`src/rtl/gray_bcd_scanner.sv`:
```
// Gray-code switches -> binary LEDs -> double-dabble BCD -> multiplexed 7-segment scan.
// Optional macro LEADING_ZERO_BLANK_EN blanks leading zero digits above the units digit.
module gray_bcd_scanner #(
  parameter int unsigned WIDTH       = 8,
  parameter int unsigned DIGITS      = 3,
  parameter int unsigned REFRESH_DIV = 27000
) (
  input  logic              clk,
  input  logic              rst,
  input  logic [WIDTH-1:0]  gray_code,
  output logic [WIDTH-1:0]  leds,
  output logic [6:0]        display_code,
  output logic [DIGITS-1:0] anodes,
  output logic              busy
);

  function automatic int unsigned dec_digits(int unsigned w);
    longint unsigned v;
    int unsigned     n;
    v = (64'd1 << w) - 64'd1;
    n = 0;
    for (int i = 0; i < 20; i++) begin
      if (v != 64'd0) begin
        n++;
        v = v / 64'd10;
      end
    end
    return n;
  endfunction

  localparam int unsigned NeedDigits = dec_digits(WIDTH);
  localparam int unsigned BcdW       = 4 * DIGITS;
  localparam int unsigned SrW        = BcdW + WIDTH;
  localparam int unsigned CntW       = $clog2(WIDTH + 1);
  localparam int unsigned ScanW      = (REFRESH_DIV > 1) ? $clog2(REFRESH_DIV) : 1;
  localparam int unsigned IdxW       = (DIGITS > 1) ? $clog2(DIGITS) : 1;

  if (WIDTH < 2 || WIDTH > 16) begin : g_bad_width
    $error("gray_bcd_scanner: WIDTH must be 2..16");
  end
  if (DIGITS < NeedDigits) begin : g_bad_digits
    $error("gray_bcd_scanner: DIGITS too small for WIDTH");
  end
  if (REFRESH_DIV < 2) begin : g_bad_div
    $error("gray_bcd_scanner: REFRESH_DIV must be at least 2");
  end

  typedef enum logic [1:0] {StIdle, StLoad, StShift, StDone} state_e;

  logic [WIDTH-1:0] sync1, sync2, bin_next, last_bin;
  logic [SrW-1:0]   sr, sr_adj;
  logic [BcdW-1:0]  bcd_disp;
  logic [CntW-1:0]  shift_cnt;
  state_e           state;
  logic [ScanW-1:0] scan_cnt;
  logic [IdxW-1:0]  idx, idx_next;
  logic [3:0]       sel_nib;
  logic [6:0]       seg_next;

  // Binary bit i is the XOR of all Gray bits at or above i.
  always_comb begin
    bin_next = '0;
    for (int i = 0; i < int'(WIDTH); i++) begin
      bin_next[i] = ^(sync2 >> i);
    end
  end

  always_ff @(posedge clk) begin
    if (rst) begin
      sync1 <= '0;
      sync2 <= '0;
      leds  <= '0;
    end else begin
      sync1 <= gray_code;
      sync2 <= sync1;
      leds  <= bin_next;
    end
  end

  always_comb begin
    sr_adj = sr;
    for (int k = 0; k < int'(DIGITS); k++) begin
      if (sr[WIDTH+4*k +: 4] >= 4'd5) sr_adj[WIDTH+4*k +: 4] = sr[WIDTH+4*k +: 4] + 4'd3;
    end
  end

  always_ff @(posedge clk) begin
    if (rst) begin
      state     <= StIdle;
      busy      <= 1'b0;
      last_bin  <= '0;
      sr        <= '0;
      bcd_disp  <= '0;
      shift_cnt <= '0;
    end else begin
      unique case (state)
        StIdle: begin
          if (leds != last_bin) begin
            state <= StLoad;
            busy  <= 1'b1;
          end
        end
        StLoad: begin
          sr        <= {{BcdW{1'b0}}, leds};
          last_bin  <= leds;
          shift_cnt <= '0;
          state     <= StShift;
        end
        StShift: begin
          sr        <= sr_adj << 1;
          shift_cnt <= shift_cnt + 1'b1;
          if (shift_cnt == CntW'(WIDTH - 1)) state <= StDone;
        end
        StDone: begin
          bcd_disp <= sr[SrW-1 -: BcdW];
          state    <= StIdle;
          busy     <= 1'b0;
        end
        default: begin
          state <= StIdle;
          busy  <= 1'b0;
        end
      endcase
    end
  end

  always_comb begin
    idx_next = idx;
    if (scan_cnt == ScanW'(REFRESH_DIV - 1)) begin
      idx_next = (idx == IdxW'(DIGITS - 1)) ? '0 : idx + 1'b1;
    end
  end

  always_comb begin
    sel_nib = '0;
    for (int k = 0; k < int'(DIGITS); k++) begin
      if (idx_next == IdxW'(k)) sel_nib = bcd_disp[4*k +: 4];
    end
  end

  function automatic logic [6:0] seg_decode(logic [3:0] n);
    case (n)
      4'd0:    return 7'b1000000;
      4'd1:    return 7'b1111001;
      4'd2:    return 7'b0100100;
      4'd3:    return 7'b0110000;
      4'd4:    return 7'b0011001;
      4'd5:    return 7'b0010010;
      4'd6:    return 7'b0000010;
      4'd7:    return 7'b1111000;
      4'd8:    return 7'b0000000;
      4'd9:    return 7'b0010000;
      default: return 7'b1111111;
    endcase
  endfunction

`ifdef LEADING_ZERO_BLANK_EN
  logic [DIGITS-1:0] upper_zero;
  logic              sel_upper_zero;

  always_comb begin
    logic acc;
    acc        = 1'b1;
    upper_zero = '0;
    for (int k = int'(DIGITS) - 1; k >= 0; k--) begin
      acc           = acc & (bcd_disp[4*k +: 4] == 4'd0);
      upper_zero[k] = acc;
    end
    sel_upper_zero = 1'b0;
    for (int k = 0; k < int'(DIGITS); k++) begin
      if (idx_next == IdxW'(k)) sel_upper_zero = upper_zero[k];
    end
  end

  always_comb begin
    seg_next = seg_decode(sel_nib);
    if (idx_next != '0 && sel_upper_zero) seg_next = 7'b1111111;
  end
`else
  always_comb begin
    seg_next = seg_decode(sel_nib);
  end
`endif

  // Anodes and segments are both registered from idx_next so they switch together.
  always_ff @(posedge clk) begin
    if (rst) begin
      scan_cnt     <= '0;
      idx          <= '0;
      anodes       <= ~DIGITS'(1);
      display_code <= 7'b1000000;
    end else begin
      scan_cnt     <= (scan_cnt == ScanW'(REFRESH_DIV - 1)) ? '0 : scan_cnt + 1'b1;
      idx          <= idx_next;
      anodes       <= ~(DIGITS'(1) << idx_next);
      display_code <= seg_next;
    end
  end

endmodule

```
`config.mk`:
```
export PLATFORM = sky130hd
export DESIGN_NAME = gray_bcd_scanner
export DESIGN_NICKNAME = d
export VERILOG_FILES = /design/src/rtl/gray_bcd_scanner.sv
export SDC_FILE = /design/constraint.sdc
export NUM_CORES = 1
export LEC_CHECK = 0
export ABC_CLOCK_PERIOD_IN_PS = 2750
export CORE_AREA = 2 2 97 99
export CTS_CLUSTER_SIZE = 8
export DETAILED_ROUTE_END_ITERATION = 7
export DIE_AREA = 0 0 99 101
export GPL_ROUTABILITY_DRIVEN = 0
export PLACE_DENSITY = 0.68
export SLEW_MARGIN = 20
export SYNTH_ARGS = -nofsm -noshare
export SYNTH_HDL_FRONTEND = slang
export SYNTH_SLANG_ARGS = --single-unit
export TNS_END_PERCENT = 10
```
`constraint.sdc`:
```
create_clock -name clk -period 2.75 [get_ports clk]
set_input_delay 0.4125 -clock clk [delete_from_list [all_inputs] [get_ports clk]]
set_output_delay 0.4125 -clock clk [all_outputs]
set_load 0.005 [all_outputs]
```
==> results_dict.tcl <==
set metrics [dict create \
    post_cts_hold_buffer_count 0 \
    route.detailed.vias_per_inst 5.243 \
    sink_count 98 \
    power_report.internal_total_mw 2.274 \
    drc 0 \
    detailedPlacementHpwl_um 5574 \
    grt_usage_pct 17.41 \
    netlist.top_cell.by_area "sky130_fd_sc_hd__dfxtp_1" \
    first_pass_iters 5 \
    max-slew-margin-rel_pct 48.54 \
    share_clk_of_total_power_pct 28.8 \
    grt_pass1_wl_um 14110 \
    globalRoute.totalOverflow 0 \
    postSynthCellCount 471 \
    share_comb_of_total_power_pct 22.8 \
    max-cap-violations 0 \
    drtIter0Drc 135 \
    dpl_worst_slack_ns 0.1030 \
    layout-drive-gt1-share_pct 7.677 \
    vias_in_the_first_global_route 2947 \
    hp-class "register to register" \
    async_reset_ff_share_pct 0 \
    yosys_warnings 0 \
    area_growth_pct 12.38 \
    yosysTopAreaCellShare_pct 45.15 \
    synth.net_count 497 \
    max_slew.worst_pin.slew_ns 0.7720 \
    worst_ep_arrival_time_ns 2.86 \
    grt_setup_unrepaired "false" \
    top_level_ports 29 \
    power.share.switching_pct 31.58 \
    initial_utilization_pct 48.40 \
    required_ns 3.04 \
    power.sequential.fraction_pct 48.5 \
    synth_flop_cell "sky130_fd_sc_hd__dfxtp_1" \
    setup-violations-final 0 \
    whs_path_depth 1 \
    setup_crit_end_kind "register" \
    final_net_count 517 \
    cp-start-kind "register" \
    final_cell_area_um2 4883 \
    die_area_um2 9999 \
    floorplan.rows 35 \
    crit_path_cell_trace "or4_4 > nor4_4 > buf_6 > mux2i_1 > or3_4 > inv_1 > ha_1 > nand2b_1 > a21oi_1" \
    tritoncts.num_buffers 9 \
    wire_per_inst_um 13.30 \
    dpl-instance-area_um2 4669 \
    r2r.worst_path.cells 9 \
    layout_common_cells "98 x sky130_fd_sc_hd__dfxtp_1, 71 x sky130_fd_sc_hd__nor2_1, 36 x sky130_fd_sc_hd__nand2_1, 35 x sky130_fd_sc_hd__mux2i_1, 27 x sky130_fd_sc_hd__clkdlybuf4s50_1" \
    core_area_um2 8977 \
    die-width_um 99 \
    synth.ff_latch_count 98 \
    finClkSkew_ns 0.009404 \
    fin_crit_ns 2.569 \
    synth.lib_cells_used.distinct 50 \
    max_clock_freq_mhz 389.3 \
    totalWireLength_um 8061 \
    cts_max_path_buffers 2 \
    timing_hold_violations_final 0 \
    utilization_pct 54.40 \
    fin_setup_tns_ns 0 \
    ir_worst_vdd_mv 0.3359 \
    synth_edf_count 0 \
    syn_area_um2 4345 \
    layout.cells.most_common "sky130_fd_sc_hd__dfxtp_1" \
    p_switching_mw 1.050 \
    kind_of_critical_path "register to register" \
    ff2ff_setup_slack_ns 0.18 \
    crit_slowest_cell "sky130_fd_sc_hd__or4_4" \
    setup_ws_ns 0.1811 \
    pwr_density_cell_nw_per_um2 680.6 \
    insertion_delay_ns 0.36 \
    antenna_violating_nets_post_route 0 \
    die_height_um 101 \
    outcome "completed" \
    synth_seq_area_share_pct 45.15 \
    antenna_cells_inserted 0 \
    grt_antenna_before_repair 0 \
    cts_max_level 3 \
    tritoncts "done" \
    ctsRootBufferMaster "sky130_fd_sc_hd__clkbuf_8" \
    report.final.slew_viol_count 0 \
    vias 3177 \
    layout_worst_path_cycle_share_pct 93.42 \
    synth.avg_cell_area_um2 9.226 \
    maximum_number_of_pins_on_one_net_before_global_route_repair 45 \
    post_synth_main_area_contributors "sky130_fd_sc_hd__dfxtp_1 45%, sky130_fd_sc_hd__mux2i_1 8.1%, sky130_fd_sc_hd__nor2_1 6.1%" \
    power.leakage_nw 1.791 \
    critical_path_peak_fanout 14 \
    worst_path_largest_cell_delay_ns 0.56 \
    io_port_bufs 28 \
    path_clk_slew_ns 0.10 \
]
==> routing by layer <==
| layer | track usage, % | share of wire [%] | vias up |
|---|---|---|---|
| li1 | - | - | 1630 |
| met1 | 24.33 | 51 | 1505 |
| met2 | 26.46 | 45 | 32 |
| met3 | 3.121 | 2.0 | 10 |
| met4 | 7.482 | 1.6 | 0 |
| met5 | 0 | 0 | - |
==> synthesized netlist by cell type, types with 8 or more instances <==
| master | n |
|---|---|
| sky130_fd_sc_hd__nor2_1 | 71 |
| sky130_fd_sc_hd__mux2i_1 | 35 |
| sky130_fd_sc_hd__nor2b_1 | 19 |
| sky130_fd_sc_hd__xnor2_1 | 11 |
| sky130_fd_sc_hd__a211oi_1 | 8 |
| sky130_fd_sc_hd__clkbuf_1 | 17 |
| sky130_fd_sc_hd__nand3_1 | 12 |
| sky130_fd_sc_hd__a21oi_1 | 21 |
| sky130_fd_sc_hd__ha_1 | 16 |
| sky130_fd_sc_hd__dfxtp_1 | 98 |
| sky130_fd_sc_hd__inv_1 | 16 |
| sky130_fd_sc_hd__xor2_1 | 21 |
| sky130_fd_sc_hd__o21ai_0 | 8 |
| sky130_fd_sc_hd__nand2_1 | 36 |
==> power by group through the flow <==
stage / logic, mW / clock network, mW / registers (mW)
after global placement: 0.740 / 0 / 1.64
after CTS: 0.766 / 0.990 / 1.61
after floorplan: 0.579 / 0 / 1.62
after detailed placement: 0.762 / 0 / 1.65
after global routing: 0.862 / 1.05 / 1.63
final: 0.757 / 0.956 / 1.61
==> layout make-up <==
class	count	area, um^2
clock buffers	9	123.9
clock inverters	6	76.32
fillers	815	4094
inverters	17	63.81
multi-input cells	330	2187
flip-flops and latches	98	1962
well taps	111	138.9
repair buffers	35	331.6
==> worst paths after layout <==
kind          startpoint         endpoint
max          scan_cnt[3]  display_code[1]
min             sync1[7]         sync2[7]
max reg2reg  scan_cnt[3]  display_code[1]
min reg2reg     sync1[7]         sync2[7]
==> cell families (layout without fill, tap and decap cells) <==
logic type | count (synthesis) | in the layout | synth area share [%]
flip-flops | 98 | 98 | 45.15
AO/OA/AOI/OAI | 62 | 62 | 9.329
AND/OR/NAND/NOR | 182 | 182 | 20.62
buffers and inverters | 43 | 67 | 4.751
adder cells (fa/ha/maj) | 16 | 16 | 4.607
XOR/XNOR | 33 | 33 | 6.968
multiplexers | 37 | 37 | 8.581
==> worst max-delay path, delay by kind of cell, from the launching register on <==
| family | cells | cell delay, ns |
|---|---|---|
| flip-flops | 1 | 0.37 |
| adder cells (fa/ha/maj) | 1 | 0.24 |
| AND/OR/NAND/NOR | 4 | 1.36 |
| buffers and inverters | 2 | 0.31 |
| multiplexers | 1 | 0.09 |
| AO/OA/AOI/OAI | 1 | 0.13 |
==> state kept, by name, summed over array words and instances, names as in the netlist <==
signal / cells
anodes: 3
scan_cnt: 15
last_bin: 8
bcd_disp: 12
state: 2
busy: 1
shift_cnt: 4
display_code: 7
sr: 20
sync1: 8
leds: 8
sync2: 8
idx: 2
==> metrics by stage <==
| step | power [mW] | hold WS [ns] | instances |
|---|---|---|---|
| floorplan | 2.203 | 0.4138 | 471 |
| global placement | 2.378 | 0.4193 | 591 |
| detailed placement | 2.408 | 0.4277 | 591 |
| CTS | 3.368 | 0.4497 | 606 |
| global route | 3.543 | 0.4606 | 606 |
| finish | 3.324 | 0.4457 | 606 |
==> what timing repair did <==
| action | CTS | global route |
|---|---|---|
| setup buffers | 0 | 0 |
| endpoints found under the setup margin | 0 | 2 |
| gates resized for setup | 0 | 3 |
No activity file was read; power rests on OpenSTA's default activity.
